$ cat config.mk
export PLATFORM = sky130hd
export DESIGN_NAME = decoder_scan_n
export DESIGN_NICKNAME = d
export VERILOG_FILES = /design/src/rtl/decoder_pkg.sv /design/src/rtl/decoder_scan_n_dwell_counter.sv /design/src/rtl/decoder_scan_n.sv
export SDC_FILE = /design/constraint.sdc
export NUM_CORES = 1
export LEC_CHECK = 0
export ABC_AREA = 1
export CORE_MARGIN = 2
export CORE_UTILIZATION = 52
export CTS_BUF_LIST = sky130_fd_sc_hd__clkbuf_2 sky130_fd_sc_hd__clkbuf_4 sky130_fd_sc_hd__clkbuf_8
export DETAILED_ROUTE_END_ITERATION = 10
export DONT_BUFFER_PORTS = 1
export PLACE_DENSITY = 0.64
export SLEW_MARGIN = 10
export SYNTH_ARGS = -nofsm -noshare
export SYNTH_HDL_FRONTEND = slang
export SYNTH_HIERARCHICAL = 1
export SYNTH_SLANG_ARGS = --single-unit
export TNS_END_PERCENT = 1
$ cat constraint.sdc
create_clock -name clk -period 2.44 [get_ports clk]
set_input_delay 0.488 -clock clk [delete_from_list [all_inputs] [get_ports clk]]
set_output_delay 0.488 -clock clk [all_outputs]
set_load 0.02 [all_outputs]
$ cat src/rtl/decoder_pkg.sv
// rtl/decoder_pkg.sv - shared state encoding and one-hot helper for decoder_scan_n
package decoder_pkg;

    typedef enum logic [1:0] {
        ST_OFF   = 2'd0,
        ST_BLANK = 2'd1,
        ST_DRIVE = 2'd2
    } state_e;

    // Widest one-hot vector the helper can build (supports N up to 8).
    localparam int unsigned ONEHOT_MAX_W = 256;

    // One-hot of idx within a 2^n wide field; out-of-range idx gives all zeros.
    function automatic logic [ONEHOT_MAX_W-1:0] onehot(input int unsigned idx, input int unsigned n);
        logic [ONEHOT_MAX_W-1:0] v;
        v = '0;
        if (idx < (32'd1 << n)) begin
            v[idx[7:0]] = 1'b1;
        end
        return v;
    endfunction

endpackage

$ cat src/rtl/decoder_scan_n_dwell_counter.sv
// rtl/decoder_scan_n_dwell_counter.sv - clearable up-counter with terminal-count flag at a programmable limit
module dwell_counter #(
    parameter int unsigned W = 2
) (
    input  logic         clk,
    input  logic         rst_n,
    input  logic         clr,
    input  logic         inc,
    input  logic [W-1:0] limit,
    output logic [W-1:0] cnt,
    output logic         tc
);

    logic [W-1:0] cnt_d;
    logic [W-1:0] cnt_q;

    // Clear wins over increment so a state change always restarts the count.
    always_comb begin
        cnt_d = cnt_q;
        if (clr) begin
            cnt_d = '0;
        end else if (inc) begin
            cnt_d = cnt_q + 1'b1;
        end
    end

    // Count register with synchronous reset.
    always_ff @(posedge clk) begin
        if (!rst_n) begin
            cnt_q <= '0;
        end else begin
            cnt_q <= cnt_d;
        end
    end

    assign cnt = cnt_q;
    assign tc  = (cnt_q == limit);

endmodule

$ cat src/rtl/decoder_scan_n.sv
// rtl/decoder_scan_n.sv - registered N-to-2^N decoder with manual and scan modes and blanking gap
module decoder_scan_n
    import decoder_pkg::*;
#(
    parameter int unsigned N          = 2,
    parameter int unsigned DWELL      = 4,
    parameter int unsigned BLANK      = 1,
    parameter bit          ACTIVE_LOW = 1'b0
) (
    input  logic              clk,
    input  logic              rst_n,
    input  logic              en,
    input  logic              mode,
    input  logic [N-1:0]      a,
    output logic [(1<<N)-1:0] y,
    output logic [N-1:0]      idx,
    output logic              wrap
);

    localparam int unsigned NOUT      = 1 << N;
    localparam int unsigned CMAX      = ((DWELL > BLANK) ? DWELL : BLANK) - 1;
    localparam int unsigned CW        = (CMAX < 2) ? 1 : $clog2(CMAX + 1);
    localparam logic [N-1:0]  IDX_LAST  = N'(NOUT - 1);
    localparam logic [CW-1:0] LIM_DWELL = CW'(DWELL - 1);
    localparam logic [CW-1:0] LIM_BLANK = CW'((BLANK > 0) ? BLANK - 1 : 0);
    localparam state_e        ST_FIRST  = (BLANK > 0) ? ST_BLANK : ST_DRIVE;
    localparam logic [NOUT-1:0] Y_IDLE  = ACTIVE_LOW ? {NOUT{1'b1}} : {NOUT{1'b0}};

    state_e                  state_q, state_d;
    logic [N-1:0]            idx_q, idx_d;
    logic                    wrap_q, wrap_d;
    logic                    mode_q, mode_d;
    logic [NOUT-1:0]         y_q, y_d;
    logic                    cnt_clr, cnt_inc, cnt_tc;
    logic [CW-1:0]           cnt_limit;
    logic [CW-1:0]           cnt_val;
    logic [ONEHOT_MAX_W-1:0] oh;

    // One counter serves both the blank gap and the dwell time.
    assign cnt_limit = (state_q == ST_BLANK) ? LIM_BLANK : LIM_DWELL;

    dwell_counter #(.W(CW)) u_cnt (
        .clk   (clk),
        .rst_n (rst_n),
        .clr   (cnt_clr),
        .inc   (cnt_inc),
        .limit (cnt_limit),
        .cnt   (cnt_val),
        .tc    (cnt_tc)
    );

    // Next state, index and wrap; en=0 overrides everything, then leaving OFF, then mode changes.
    always_comb begin
        state_d = state_q;
        idx_d   = idx_q;
        wrap_d  = 1'b0;
        mode_d  = mode;
        cnt_clr = 1'b0;
        cnt_inc = 1'b0;
        if (!en) begin
            state_d = ST_OFF;
            cnt_clr = 1'b1;
        end else if (state_q == ST_OFF || mode != mode_q) begin
            state_d = ST_FIRST;
            cnt_clr = 1'b1;
            if (!mode) begin
                idx_d = a;
            end
        end else begin
            case (state_q)
                ST_BLANK: begin
                    if (!mode && a != idx_q) begin
                        idx_d   = a;
                        cnt_clr = 1'b1;
                    end else if (cnt_tc) begin
                        state_d = ST_DRIVE;
                        cnt_clr = 1'b1;
                    end else begin
                        cnt_inc = 1'b1;
                    end
                end
                ST_DRIVE: begin
                    if (mode) begin
                        if (cnt_tc) begin
                            idx_d   = idx_q + 1'b1;
                            wrap_d  = (idx_q == IDX_LAST);
                            state_d = ST_FIRST;
                            cnt_clr = 1'b1;
                        end else begin
                            cnt_inc = 1'b1;
                        end
                    end else if (a != idx_q) begin
                        idx_d   = a;
                        state_d = ST_FIRST;
                        cnt_clr = 1'b1;
                    end
                end
                default: begin
                    state_d = ST_OFF;
                    cnt_clr = 1'b1;
                end
            endcase
        end
    end

    // Output is built from the next state so y never shows a stale index.
    always_comb begin
        oh  = onehot(32'(idx_d), N);
        y_d = (state_d == ST_DRIVE) ? oh[NOUT-1:0] : '0;
        if (ACTIVE_LOW) begin
            y_d = ~y_d;
        end
    end

    // FSM and registered outputs.
    always_ff @(posedge clk) begin
        if (!rst_n) begin
            state_q <= ST_OFF;
            idx_q   <= '0;
            wrap_q  <= 1'b0;
            mode_q  <= 1'b0;
            y_q     <= Y_IDLE;
        end else begin
            state_q <= state_d;
            idx_q   <= idx_d;
            wrap_q  <= wrap_d;
            mode_q  <= mode_d;
            y_q     <= y_d;
        end
    end

    assign y    = y_q;
    assign idx  = idx_q;
    assign wrap = wrap_q;

endmodule

==> summary.txt, run 1 <==
Synthesis
  • Dominant combinational cell family by area after synthesis: simple AND/OR/NAND/NOR gates
  • XOR/XNOR share of the synthesized area: 0
  • Seq/Total Area, Yosys: 0.290
  • Compound-cell area share of the yosys netlist: 0.118
  • Share of Yosys cell area claimed by the top area cell type: 0.290
  • Nets in the synthesized netlist: ~140
  • Most common flop cell mapped by yosys: dfxtp_1
  • Post-synthesis cell type with the largest combined area: dfxtp_1
  • Multiplexer fraction of the synthesized cell area: 0
  • Post-Synth Adder-Cell Area: 0.0604
  • Proportion of register bits with asynchronous set or reset after synthesis: 0
  • YS warnings: 6
  • Cell with the most instances after synthesis: nand2_1
  • Number of synthesized register bits: 12
  • Number of instances in the synthesized netlist: about 130
  • Unique masters post-synth: 20
  • Leading cell types by total area after synthesis: dfxtp_1 29%, nand2_1 18%, inv_1 11%, nor2_1 6.8%, ha_1 6.0%
  • Synthesized area divided by synthesized cell count: 6.27 sq um
  • Number of flops mapped to enable cells by yosys: 0
  • Simple logic cell fraction of the synthesized area: 0.400
  • Commonest cells post-synth: 39 x nand2_1, 24 x inv_1, 15 x nor2_1
  • Netlist area before placement: a little over 800 sq um

CTS
  • Reg clk slew, reported paths: approximately 0.080 ns
  • Clock tree from TritonCTS: built
  • Number of H-tree branching levels: 1
  • Clock sink count: 12
  • Maximum buffer depth of the clock tree: 2
  • Source-to-sink clock delay at the later pin of the worst-skew pair: roughly 0.28 ns
  • CTS resizes: 0
  • Clock buffer count from CTS: 3
  • Hold-fix buffer count after cts: 0
  • Clk Tree Root Cell: clkbuf_4
  • Buffers inserted during post-CTS setup optimization: 0

STA
  • Slew Limit Fails: 0
  • Setup repair after global routing missed its margin: false
  • Count of endpoints failing hold in the final timing report: 0
  • Worst slew margin: 0.712
  • Post-layout minimum cycle time: approximately 2.1 ns
  • Sum Neg Setup Slack: 0 ns
  • Clock tree skew after final layout: roughly 0.0042 ns
  • Final cycle utilization of the critical path: 0.855
  • Worst Tran Pin Value: roughly 0.43 ns
  • Number of setup violations in the final report: 0
  • Peak clock frequency supported by timing: 0.479 GHz

Detailed routing
  • Via density: between 4 and 5
  • Routed wire per std cell: 10.6 um
  • Total via count in the routed design: 730
  • Number of iterations in the first detailed-routing pass: 4
  • Starting DRC count in detailed routing: 27
  • DRT antenna net count: 0
  • Total DRC errors in the routed layout: 0
  • Final WL: 1.61 mm

Critical path
  • CP Launch Type: flip-flop
  • Depth of the worst register-to-register path: 17
  • Worst Setup SP: state_q[1]
  • Required @ worst endpoint: around 2.7 ns
  • Data arrival time at the worst-slack endpoint: approximately 2.3 ns
  • Max stage delay on crit path: ~0.34 ns
  • Sequence of cells on the critical path: inv_1, ha_1, inv_1, inv_1, nand2_1, nand2_1, nor2_2, nand2_1, a21oi_1, o21ai_0, nand2_1, nand2_1, nand2_1, o21ai_2, inv_2, nand3_2, nor2_1
  • Master of the slowest instance on the critical path: dfxtp_1
  • R2r endpoint: y[2]
  • Kind of end point of the critical path: flip-flop
  • Critical path type: flip-flop to flip-flop
  • Cell repeated most along the worst path: nand2_1
  • FF-to-FF Start: state_q[1]
  • Biggest fanout along the worst timing path: 6
  • Setup slack on the worst flop-to-flop path: 0.35 ns

Power
  • Power density cells: a little under 500 nW/um^2
  • Flop pwr share: 0.477
  • Net load switching power: 121 uW
  • Peak supply drop: 0.000391 V
  • Clock network fraction of total power: 0.373
  • Total leakage power: ~0.45 nW
  • Combinational share of power: 0.150
  • Overall Power: approximately 430 uW
  • Switching power share of the total: 0.279
  • Internal power contribution: 314 uW

Floorplan
  • Die Footprint: ~1900 sq um
  • Core area: between 1500 and 2000 sq um
  • X dimension of the die: approximately 44 um
  • Floorplan die height: 43.9 um
  • Initial standard-cell utilization of the core: 0.550
  • Cell Rows: 14
  • # IOs: 13

Status
  • Run status: complete, no violations

Place
  • Sum of net half-perimeters after detailed placement: roughly 1.3 mm
  • Number of port buffers: 0
  • Weighted congestion at the end of routability-driven global placement: ~0.84

Worst hold path
  • Sink of the worst hold path: mode_q
  • Number of instances on the worst hold path: 2
  • Type of the worst min-delay path: primary input to flip-flop
  • Min-Delay Startpoint: mode

Layout
  • Nets: ~150
  • Antenna diode count: 0
  • Share of post-route cells with drive strength above 1: 0.140
  • Area added between synthesis and finish: 6.80%

Global route
  • Vias in the first global route: 671
  • Total global routing overflow: 0
  • Overall Global Routing Usage: 0.196
  • First-pass GRT wire length: 2.79 mm
  • Antenna violations before repair: 0
  • Largest net degree at the start of global routing: 8

Run
  • Max-cap violation count: 0
## logic make-up (layout without fill, tap and decap cells)
logic type,Yosys count,count (layout)
compound gates,15,15
fa+ha+maj,4,4
buf+inv,29,33
flops,12,12
simple gates,72,72
## cell usage in the layout (no fill, tap or decap), drive strengths merged
master   n
nor2    18
a22oi    1
a21boi   1
o21ai    6
dfxtp   12
ha       4
nand3   11
nand2   40
a21oi    7
nand3b   1
clkbuf   4
inv     29
or2      1
nor3     1
## per-stage QoR
stage | hold slack, ns | std cells | area (sq um) | util | setup WS (ns)
global route | 0.293 | 152 | 885 | 0.587 | 0.103
CTS | 0.296 | 152 | 885 | 0.587 | 0.341
finish | 0.299 | 152 | 885 | 0.587 | 0.354
global placement | 0.525 | 148 | 848 | 0.563 | 0.407
detailed placement | 0.536 | 148 | 848 | 0.563 | 0.357
floorplan | 0.495 | 132 | 828 | - | 0.644
## worst max-delay path: cells and delay by family, from the launching register on
family	cells	cell delay (ns)
AND/OR/NAND/NOR	9	0.71
buffers and inverters	4	0.37
flip-flops	1	0.34
adder cells (fa/ha/maj)	1	0.26
AO/OA/AOI/OAI	3	0.35
## power groups by stage
stage | combinational (mW) | clock [mW] | sequential (mW)
final | 0.0652 | 0.162 | 0.207
after global routing | 0.0743 | 0.174 | 0.208
after CTS | 0.0648 | 0.166 | 0.207
after detailed placement | 0.0645 | 0 | 0.212
after global placement | 0.0644 | 0 | 0.212
after floorplan | 0.0550 | 0 | 0.211
## worst max-delay path by stage
stage | to | slack, ns | cells after the start
after floorplan | y[2] | 0.64 | 17
after global placement | y[2] | 0.41 | 17
after detailed placement | y[2] | 0.36 | 17
after CTS | y[2] | 0.34 | 17
after global routing | y[2] | 0.10 | 17
final | y[2] | 0.35 | 17
## state kept, by name, indices dropped and copies added (netlist names)
name,flops
u_cnt/cnt,2
wrap,1
y,4
idx,2
state_q,2
mode_q,1
## metal layers
metal / share of wire / vias up / GRT usage / routed length, um
met4: 0.012 / 0 / 0.0909 / 19
li1: - / 407 / - / -
met3: 0.055 / 2 / 0.0458 / 89
met1: 0.48 / 305 / 0.259 / 770
met2: 0.45 / 16 / 0.300 / 734
met5: 0 / - / 0 / 0
## layout make-up
class                   count  area [sq um]
well taps                  16          20.0
clock buffers               4          36.3
flip-flops and latches     12           240
multi-input cells          91           479
inverters                  29           109
fillers                   158           622
Power figures use the tool's default switching activity.
==> run 2: changes to the inputs <==
--- a/config.mk
+++ b/config.mk
@@ -6,11 +6,13 @@
 export NUM_CORES = 1
 export LEC_CHECK = 0
 export ABC_AREA = 1
+export CAP_MARGIN = 20
 export CORE_MARGIN = 2
 export CORE_UTILIZATION = 52
 export CTS_BUF_LIST = sky130_fd_sc_hd__clkbuf_2 sky130_fd_sc_hd__clkbuf_4 sky130_fd_sc_hd__clkbuf_8
 export DETAILED_ROUTE_END_ITERATION = 10
 export DONT_BUFFER_PORTS = 1
+export GPL_ROUTABILITY_DRIVEN = 0
 export PLACE_DENSITY = 0.64
 export SLEW_MARGIN = 10
 export SYNTH_ARGS = -nofsm -noshare
==> results of run 2 <==
Same layout as run 1: the final DEF is identical, and so are final timing and power.
==> run 3: changes to the inputs <==
--- a/config.mk
+++ b/config.mk
@@ -7,7 +7,7 @@
 export LEC_CHECK = 0
 export ABC_AREA = 1
 export CAP_MARGIN = 20
-export CORE_MARGIN = 2
+export CORE_MARGIN = 1.5
 export CORE_UTILIZATION = 52
 export CTS_BUF_LIST = sky130_fd_sc_hd__clkbuf_2 sky130_fd_sc_hd__clkbuf_4 sky130_fd_sc_hd__clkbuf_8
 export DETAILED_ROUTE_END_ITERATION = 10
==> constraint.sdc (replaced) <==
create_clock -name clk -period 2.66 [get_ports clk]
set_input_delay 0.532 -clock clk [delete_from_list [all_inputs] [get_ports clk]]
set_output_delay 0.532 -clock clk [all_outputs]
set_load 0.02 [all_outputs]
==> summary.txt, run 3 (synthesized netlist as in run 1, its figures left out) <==
Status
  • Run status: complete, no violations

Place
  • Pre-CTS WS: 0.615 ns (+0.258 ns)
  • Number of port buffers: 0 (unchanged)
  • Sum of net half-perimeters after detailed placement: 1.33 mm (+4.5%)

Power
  • Peak supply drop: 0.000373 V (-4.6%)
  • Net load switching power: 118 uW (-3.1%)
  • Total leakage power: 0.452 nW (unchanged)
  • Clock network fraction of total power: 0.382 (+0.009)
  • Overall Power: 405 uW (-6.8%)
  • Switching power share of the total: 0.290 (+0.0110)
  • Combinational share of power: 0.148 (-0.002)
  • Flop pwr share: 0.470 (-0.007)
  • Internal power contribution: 288 uW (-8.2%)
  • Power density cells: 458 nW/um^2 (-6.8%)

Global route
  • Vias in the first global route: 685 (+2.1%)
  • First-pass GRT wire length: 2.79 mm (+0.25%)
  • Antenna violations before repair: 0 (unchanged)
  • Total global routing overflow: 0 (unchanged)
  • Overall Global Routing Usage: 0.202 (+0.00586)
  • Largest net degree at the start of global routing: 8 (unchanged)

STA
  • Clock tree skew after final layout: 0.0106 ns (+0.00643 ns)
  • Number of setup violations in the final report: 0 (unchanged)
  • Sum Neg Setup Slack: 0 ns (unchanged)
  • Setup repair after global routing missed its margin: false
  • Final cycle utilization of the critical path: 0.775 (-0.0799)
  • Worst Slack Setup Final: 0.599 ns (+0.245 ns)
  • Count of endpoints failing hold in the final timing report: 0 (unchanged)
  • Worst slew margin: 0.685 (-0.0266)
  • Post-layout minimum cycle time: 2.06 ns (-0.0245 ns)
  • Slew Limit Fails: 0 (unchanged)
  • Worst Tran Pin Value: 0.468 ns (+0.0396 ns)
  • Peak clock frequency supported by timing: 0.485 GHz (+1.2%)

Floorplan
  • Cell Rows: 14 (unchanged)
  • # IOs: 13 (unchanged)
  • Core area: 1510 sq um (unchanged)
  • X dimension of the die: 42.9 um (-2.3%)
  • Die Footprint: 1840 sq um (-4.5%)
  • Initial standard-cell utilization of the core: 0.550 (unchanged)
  • Floorplan die height: 42.9 um (-2.3%)

Detailed routing
  • Routed wire per std cell: 10.8 um (+2.2%)
  • Starting DRC count in detailed routing: 14 (-48%)
  • DRT antenna net count: 0 (unchanged)
  • Number of iterations in the first detailed-routing pass: 4 (unchanged)
  • Total via count in the routed design: 755 (+3.4%)
  • Total DRC errors in the routed layout: 0 (unchanged)
  • Final WL: 1.65 mm (+2.2%)
  • Via density: 4.97 (+3.4%)

Worst hold path
  • Type of the worst min-delay path: primary input to flip-flop
  • Min-Delay Startpoint: mode

Layout
  • Nets: 147 (unchanged)
  • Most common library cell in the layout ignoring fill and taps: nand2_1
  • Share of post-route cells with drive strength above 1: 0.140 (unchanged)
  • Filler cell count in the final layout: 157 (-0.63%)
  • Commonest non-fill, non-tap cells in the layout: 39 x nand2_1, 24 x inv_1, 15 x nor2_1
  • Antenna diode count: 0 (unchanged)
  • Area added between synthesis and finish: 6.80% (unchanged)
  • Number of flip-flops under the largest register name: 4 (unchanged)

CTS
  • Buffers inserted during post-CTS setup optimization: 0 (unchanged)
  • Clock buffer count from CTS: 3 (unchanged)
  • Hold-fix buffer count after cts: 0 (unchanged)
  • Source-to-sink clock delay at the later pin of the worst-skew pair: 0.29 ns (about the same)
  • Clock sink count: 12 (unchanged)
  • Clk Tree Root Cell: clkbuf_4
  • Reg clk slew, reported paths: 0.09 ns (about the same)
  • CTS resizes: 0 (unchanged)
  • Number of H-tree branching levels: 1 (unchanged)
  • Maximum buffer depth of the clock tree: 2 (unchanged)
  • Clock tree from TritonCTS: built

Run
  • Max-cap violation count: 0 (unchanged)

Critical path
  • Biggest fanout along the worst timing path: 6 (unchanged)
  • FF-to-FF Start: state_q[1]
  • CP Launch Type: flip-flop
  • Critical path type: flip-flop to flip-flop
  • Required @ worst endpoint: 2.88 ns (+0.22 ns)
  • Kind of end point of the critical path: flip-flop
  • Data arrival time at the worst-slack endpoint: 2.28 ns (-0.03 ns)
  • Worst Setup SP: state_q[1]
[run 3: power groups by stage]
stage / clock network, mW / logic [mW] / registers [mW]
after floorplan: 0 / 0.0504 / 0.193
after global routing: 0.164 / 0.0688 / 0.191
after detailed placement: 0 / 0.0604 / 0.195
final: 0.155 / 0.0602 / 0.190
after CTS: 0.158 / 0.0607 / 0.190
after global placement: 0 / 0.0591 / 0.195
[run 3: metrics by stage]
step | hold slack (ns) | cell area, sq um | utilization | cells
floorplan | 0.495 | 828 | - | 132
CTS | 0.329 | 885 | 0.587 | 152
detailed placement | 0.531 | 848 | 0.563 | 148
global placement | 0.529 | 848 | 0.563 | 148
global route | 0.343 | 885 | 0.587 | 152
finish | 0.332 | 885 | 0.587 | 152
[run 3: critical path: stages, from the launching register on]
cell	delay (ns)
dfxtp_1	0.33
inv_1	0.07
ha_1	0.24
inv_1	0.17
inv_1	0.06
nand2_1	0.06
nand2_1	0.05
nor2_2	0.18
nand2_1	0.09
a21oi_1	0.19
o21ai_0	0.10
nand2_1	0.06
nand2_1	0.05
nand2_1	0.06
o21ai_2	0.07
inv_2	0.07
nand3_2	0.08
nor2_1	0.08
[run 3: cell type report]
type                    count  area (sq um)  area share
clock buffers               4          36.3      0.0410
flip-flops and latches     12           240       0.272
inverters                  29           109       0.123
multi-input cells          91           479       0.542
well taps                  16          20.0      0.0226
[run 3: final timing paths]
check,cells past startpoint,slack [ns],endpoint
min,2,0.33,mode_q
max reg2reg,17,0.60,y[2]
min reg2reg,2,0.55,u_cnt/cnt[1]
max,17,0.60,y[2]
[run 3: per-layer routing]
metal / GRT usage / wire length (um)
met1: 0.257 / 732
met2: 0.321 / 776
met3: 0.0553 / 112
met4: 0.0750 / 27
met5: 0 / 0
==> patch 1, RTL diff (flow settings as in run 2) <==
Register the output `wrap` once more, cleared by the reset; this adds one clock of latency there. The other outputs are not delayed to match.
--- a/src/rtl/decoder_scan_n.sv
+++ b/src/rtl/decoder_scan_n.sv
@@ -131,7 +131,13 @@
 
     assign y    = y_q;
     assign idx  = idx_q;
-    assign wrap = wrap_q;
+    always_ff @(posedge clk) begin
+        if (!rst_n) begin
+            wrap <= '0;
+        end else begin
+            wrap <= wrap_q;
+        end
+    end
 
 endmodule
 
Formal check against the unedited RTL: not equivalent (a bounded check fails within 10 cycles, from zero or initial values and one cycle with rst_n low).
==> patch 1 against run 2 <==
  * Global-route usage fell by 0.10 points
  * Sequential share of layout area rose by 2.6 points
  * Worst setup slack got worse by 0.034 ns
  * Clock skew increased by 0.0078 ns
  * Final area shrank 1.1%
  * Sequential cell count is 1 higher
  * Synthesized cell count decreased by 1.5%
  * Wire length grew 1.7%
  * Clock power is 9% lower
  * First-iteration DRC count is 48% lower
  * Synthesized area increased by 0.91%
  * Total power fell by 0.76%
  * Combinational power fell by 7.7%
  * Critical path type unchanged
  * Critical endpoint is now y[0]
  * Largest power group unchanged
==> patch 1: results (changes against run 2) <==
clock slew at reported path FFs=0.09 ns; post-CTS setup repair buffer count=0 (unchanged); worst r2r path cells=15 (-2); DR iter-0 viols=14 (-48%); sequential area share after synthesis=31.1% (+2.1 points); fmax=472 MHz (-1.6%); first drt pass iteration count=4 (unchanged); crit-path max cell delay=0.34 ns (about the same); Clock Latency Late Sink=0.28 ns (about the same); initial antenna violation count=0 (unchanged); critical path's top delay family=simple AND/OR/NAND/NOR gates; max reg flops=4 (unchanged); dpl hpwl=1.29 mm (+1.3%); CTS resizes=0 (unchanged); dpl ws=0.344 ns (-0.0130 ns); Synth cell types=21 (+5.0%); measured slew at the worst slew-check pin=0.360 ns (-0.0680 ns); reg-to-reg startpoint=state_q[1]; fillers=147 (-7.0%); FFs w/ async S/R, synth=0% (unchanged); n_diodes=0 (unchanged); critical path arrival=2.34 ns (+0.03 ns); first-pass GRT wire length=2.77 mm (-0.75%); P_leak=0.422 nW (-6.8%); Worst Setup Start Kind=flop; area of placed instances=845 um^2 (-0.44%); crit end category=flop; Worst Clk Skew=0.0120 ns (+0.00780 ns); hold wc startpoint=mode; top cells by area, synth=dfxtp_1 (31%), nand2_1 (17%), inv_1 (9.4%); vias in the first global route=689 (+2.7%); status=completed; worst min path class=input port to flop; Nets=144 (-2.0%); GR Util All Layers=19.5% (-0.10 points); layout cell share with drive strength beyond 1=12.8% (-1.2 points); WL per Instance=11.0 um (+3.7%); crit-path max FO=6 (unchanged); H-tree depth=1 (unchanged); number of CTS-inserted buffers=3 (unchanged); synth warn=6 (unchanged); worst reg2reg path endpoint=y[0]; Via Count=759 (+4.0%); largest net degree at the start of global routing=10 (+2); Max rail drop VDD=0.354 mV (-9.5%); most frequent cells after synthesis=nand2_1 (38), inv_1 (21), dfxtp_1 (13), nor2_1 (13), nand3_1 (11); R2R setup slack=0.32 ns (-0.03 ns); worst-case clock buffer depth=2 (unchanged); Worst path slowest cell=dfxtp_1; IO buf count=0 (unchanged); clock root buffer=clkbuf_4
patch 1: cell count changes after synthesis, moves of 2 or more:
cell / run 2 / this run
inv_2: 5 / 3
nor2_1: 15 / 13
nand3_1: 9 / 11
inv_1: 24 / 21
a21oi_1: 7 / 9
patch 1: area by class of cell:
type                       instances  area [um^2]  area share [%]
clock buffer                       4         30.0            3.43
multi-input combinational         91          468            53.5
sequential                        13          260            29.8
inverter                          25         96.3            11.0
tap                               16         20.0            2.29
patch 1: worst min-delay path by stage:
| stage | endpoint | slack [ns] | cells after the start |
|---|---|---|---|
| 2_1_floorplan | wrap | 0.39 | 2 |
| 3_3_place_gp | wrap | 0.39 | 2 |
| 3_5_place_dp | wrap | 0.40 | 2 |
| 4_1_cts | mode_q | 0.29 | 2 |
| 5_1_grt | mode_q | 0.30 | 2 |
| 6_report | mode_q | 0.29 | 2 |
patch 1: power breakdown:
| group | total [mW] | leakage, nW | switching, mW | internal (mW) |
|---|---|---|---|---|
| registers | 0.224 | 0.106 | 0.00793 | 0.216 |
| logic | 0.0602 | 0.298 | 0.0396 | 0.0206 |
| clock network | 0.147 | 0.0184 | 0.0728 | 0.0746 |
patch 1: layer usage:
layer | global-route usage [%] | wire [um] | share of wire, % | up-vias
met4 | 9.09 | 21 | 1.3 | 0
met3 | 4.49 | 68 | 4.1 | 2
li1 | - | - | - | 411
met1 | 22.0 | 748 | 46 | 336
met2 | 34.4 | 802 | 49 | 10
met5 | 0 | 0 | 0 | -
patch 1: cell families (layout without fill, tap and decap cells):
kind of cell               count (synthesis)  count (layout)  share of synthesized area, %
and+or+nand+nor                           69              69                          36.2
AOI/OAI and AO/OA                         18              18                          13.8
adders and majority gates                  4               4                          5.99
DFF                                       13              13                          31.1
buffers and inverters                     26              29                          12.9
patch 1: per-stage QoR:
step           cells  util [%]
3_5_place_dp     145      56.1
5_1_grt          149      58.1
4_1_cts          149      58.1
6_report         149      58.1
2_1_floorplan    130         -
3_3_place_gp     145      56.1
==> patch 2, RTL diff (settings of run 2) <==
Made on the original files. Set the parameter `ACTIVE_LOW` to 1'b1 (it was 1'b0).
--- a/src/rtl/decoder_scan_n.sv
+++ b/src/rtl/decoder_scan_n.sv
@@ -5,7 +5,7 @@
     parameter int unsigned N          = 2,
     parameter int unsigned DWELL      = 4,
     parameter int unsigned BLANK      = 1,
-    parameter bit          ACTIVE_LOW = 1'b0
+    parameter bit          ACTIVE_LOW = 1'b1
 ) (
     input  logic              clk,
     input  logic              rst_n,
Check against the original RTL: not equivalent (Yosys sat finds a counterexample within 4 cycles, from zero or initial values and one cycle with rst_n low).
==> patch 2 against run 2 <==
  * Total power down 0.51%
  * Synthesized area up 11%
  * Final area up 7.5%
  * Count of clock-buffer cells in the layout unchanged
  * Sequential cell count unchanged
  * First-iteration DRC count down 37%
  * Wire length up 2.2%
  * Worst setup slack better by 0.020 ns
  * Global-route usage up 0.19 points
  * Synthesized cell count up 4.5%
  * Critical path type unchanged
  * Critical endpoint is now y[1]
==> patch 2: results (changes against run 2) <==
Worst Hold Depth=2 (unchanged); layout cell share with drive strength beyond 1=26.4% (+12 points); Gate power share=16.2% (+1.2 points); Max rail drop VDD=0.263 mV (-33%); via/cell ratio=4.94 (+2.8%); area of the multi-input gates=538 um^2 (+12%); GR Util All Layers=19.8% (+0.19 points); met2 Usage GRT=34.7% (+4.7 points); crit-path max FO=7 (+1); Worst Clk Skew=0.00215 ns (-0.00204 ns); net switching power figure=0.117 mW (-3.2%); most frequent cells after synthesis=nand2_1 (37), inv_1 (21), nand3_1 (14); dpl hpwl=1.37 mm (+7.4%); top cells by area, synth=dfxtp_1 (26%), nand2_1 (15%), inv_1 (8.6%); area of placed instances=915 um^2 (+7.8%); WL per Instance=10.5 um (-1.1%); Seq pwr share=48.0% (+0.3 points); first-pass GRT wire length=2.96 mm (+6.2%); P_leak=0.474 nW (+4.8%); GRT met1 Usage=23.0% (-2.9 points); sequential area share after synthesis=26.2% (-2.8 points); critical path arrival=2.22 ns (-0.09 ns); vias in the first global route=744 (+11%); largest net degree at the start of global routing=12 (+4); uppermost layer routed=met4; met2 WL=823 um (+12%); synthesized area per cell=6.64 um^2 (+5.8%); clock root buffer=clkbuf_4; DR iter-0 viols=17 (-37%); measured slew at the worst slew-check pin=0.431 ns (+0.00281 ns); initial antenna violation count=0 (unchanged); fillers=162 (+2.5%); max reg flops=4 (unchanged); WL met3=57 um (-36%); M1 WL=736 um (-4.4%); worst r2r path cells=15 (-2); worst min path class=input port to flop; Synth cell types=24 (+20%); Via Count=775 (+6.2%); Int Power=0.315 mW (+0.51%); GR Util met3=3.57% (-1.0 points); H-tree depth=1 (unchanged); status=completed; crit-path max cell delay=0.32 ns (-0.02 ns); dpl ws=0.373 ns (+0.0162 ns); Inst Count DP=153 (+3.4%)
==> patch 2: cell types whose count changed after synthesis, moves of 2 or more <==
cell,change
buf_6,+2
nor2_2,+5
inv_2,+3
inv_1,-3
nand3_1,+5
nand2_1,-2
nand2_2,+7
nor2_1,-11
a21oi_1,-2
o21ai_0,-3
==> patch 2: worst paths after layout <==
path / end / slack, ns / start
worst max-delay path: y[1] / 0.37 / state_q[1]
worst min-delay path: mode_q / 0.31 / mode
worst max register to register: y[1] / 0.37 / state_q[1]
worst min register to register: u_cnt/cnt[1] / 0.54 / u_cnt/cnt[1]
==> patch 2: layout make-up <==
| type | count | area share, % |
|---|---|---|
| inverter | 30 | 12.1 |
| multi-input combinational | 94 | 56.6 |
| tap | 17 | 2.24 |
| clock buffer | 4 | 3.82 |
| sequential | 12 | 25.3 |
==> patch 2: cells by family after synthesis <==
group	Yosys count	share of synthesized area (%)
simple gates	78	44.1
buf+inv	32	15.0
flops	12	26.2
compound gates	11	8.20
fa+ha+maj	4	5.46
xor+xnor	1	0.956
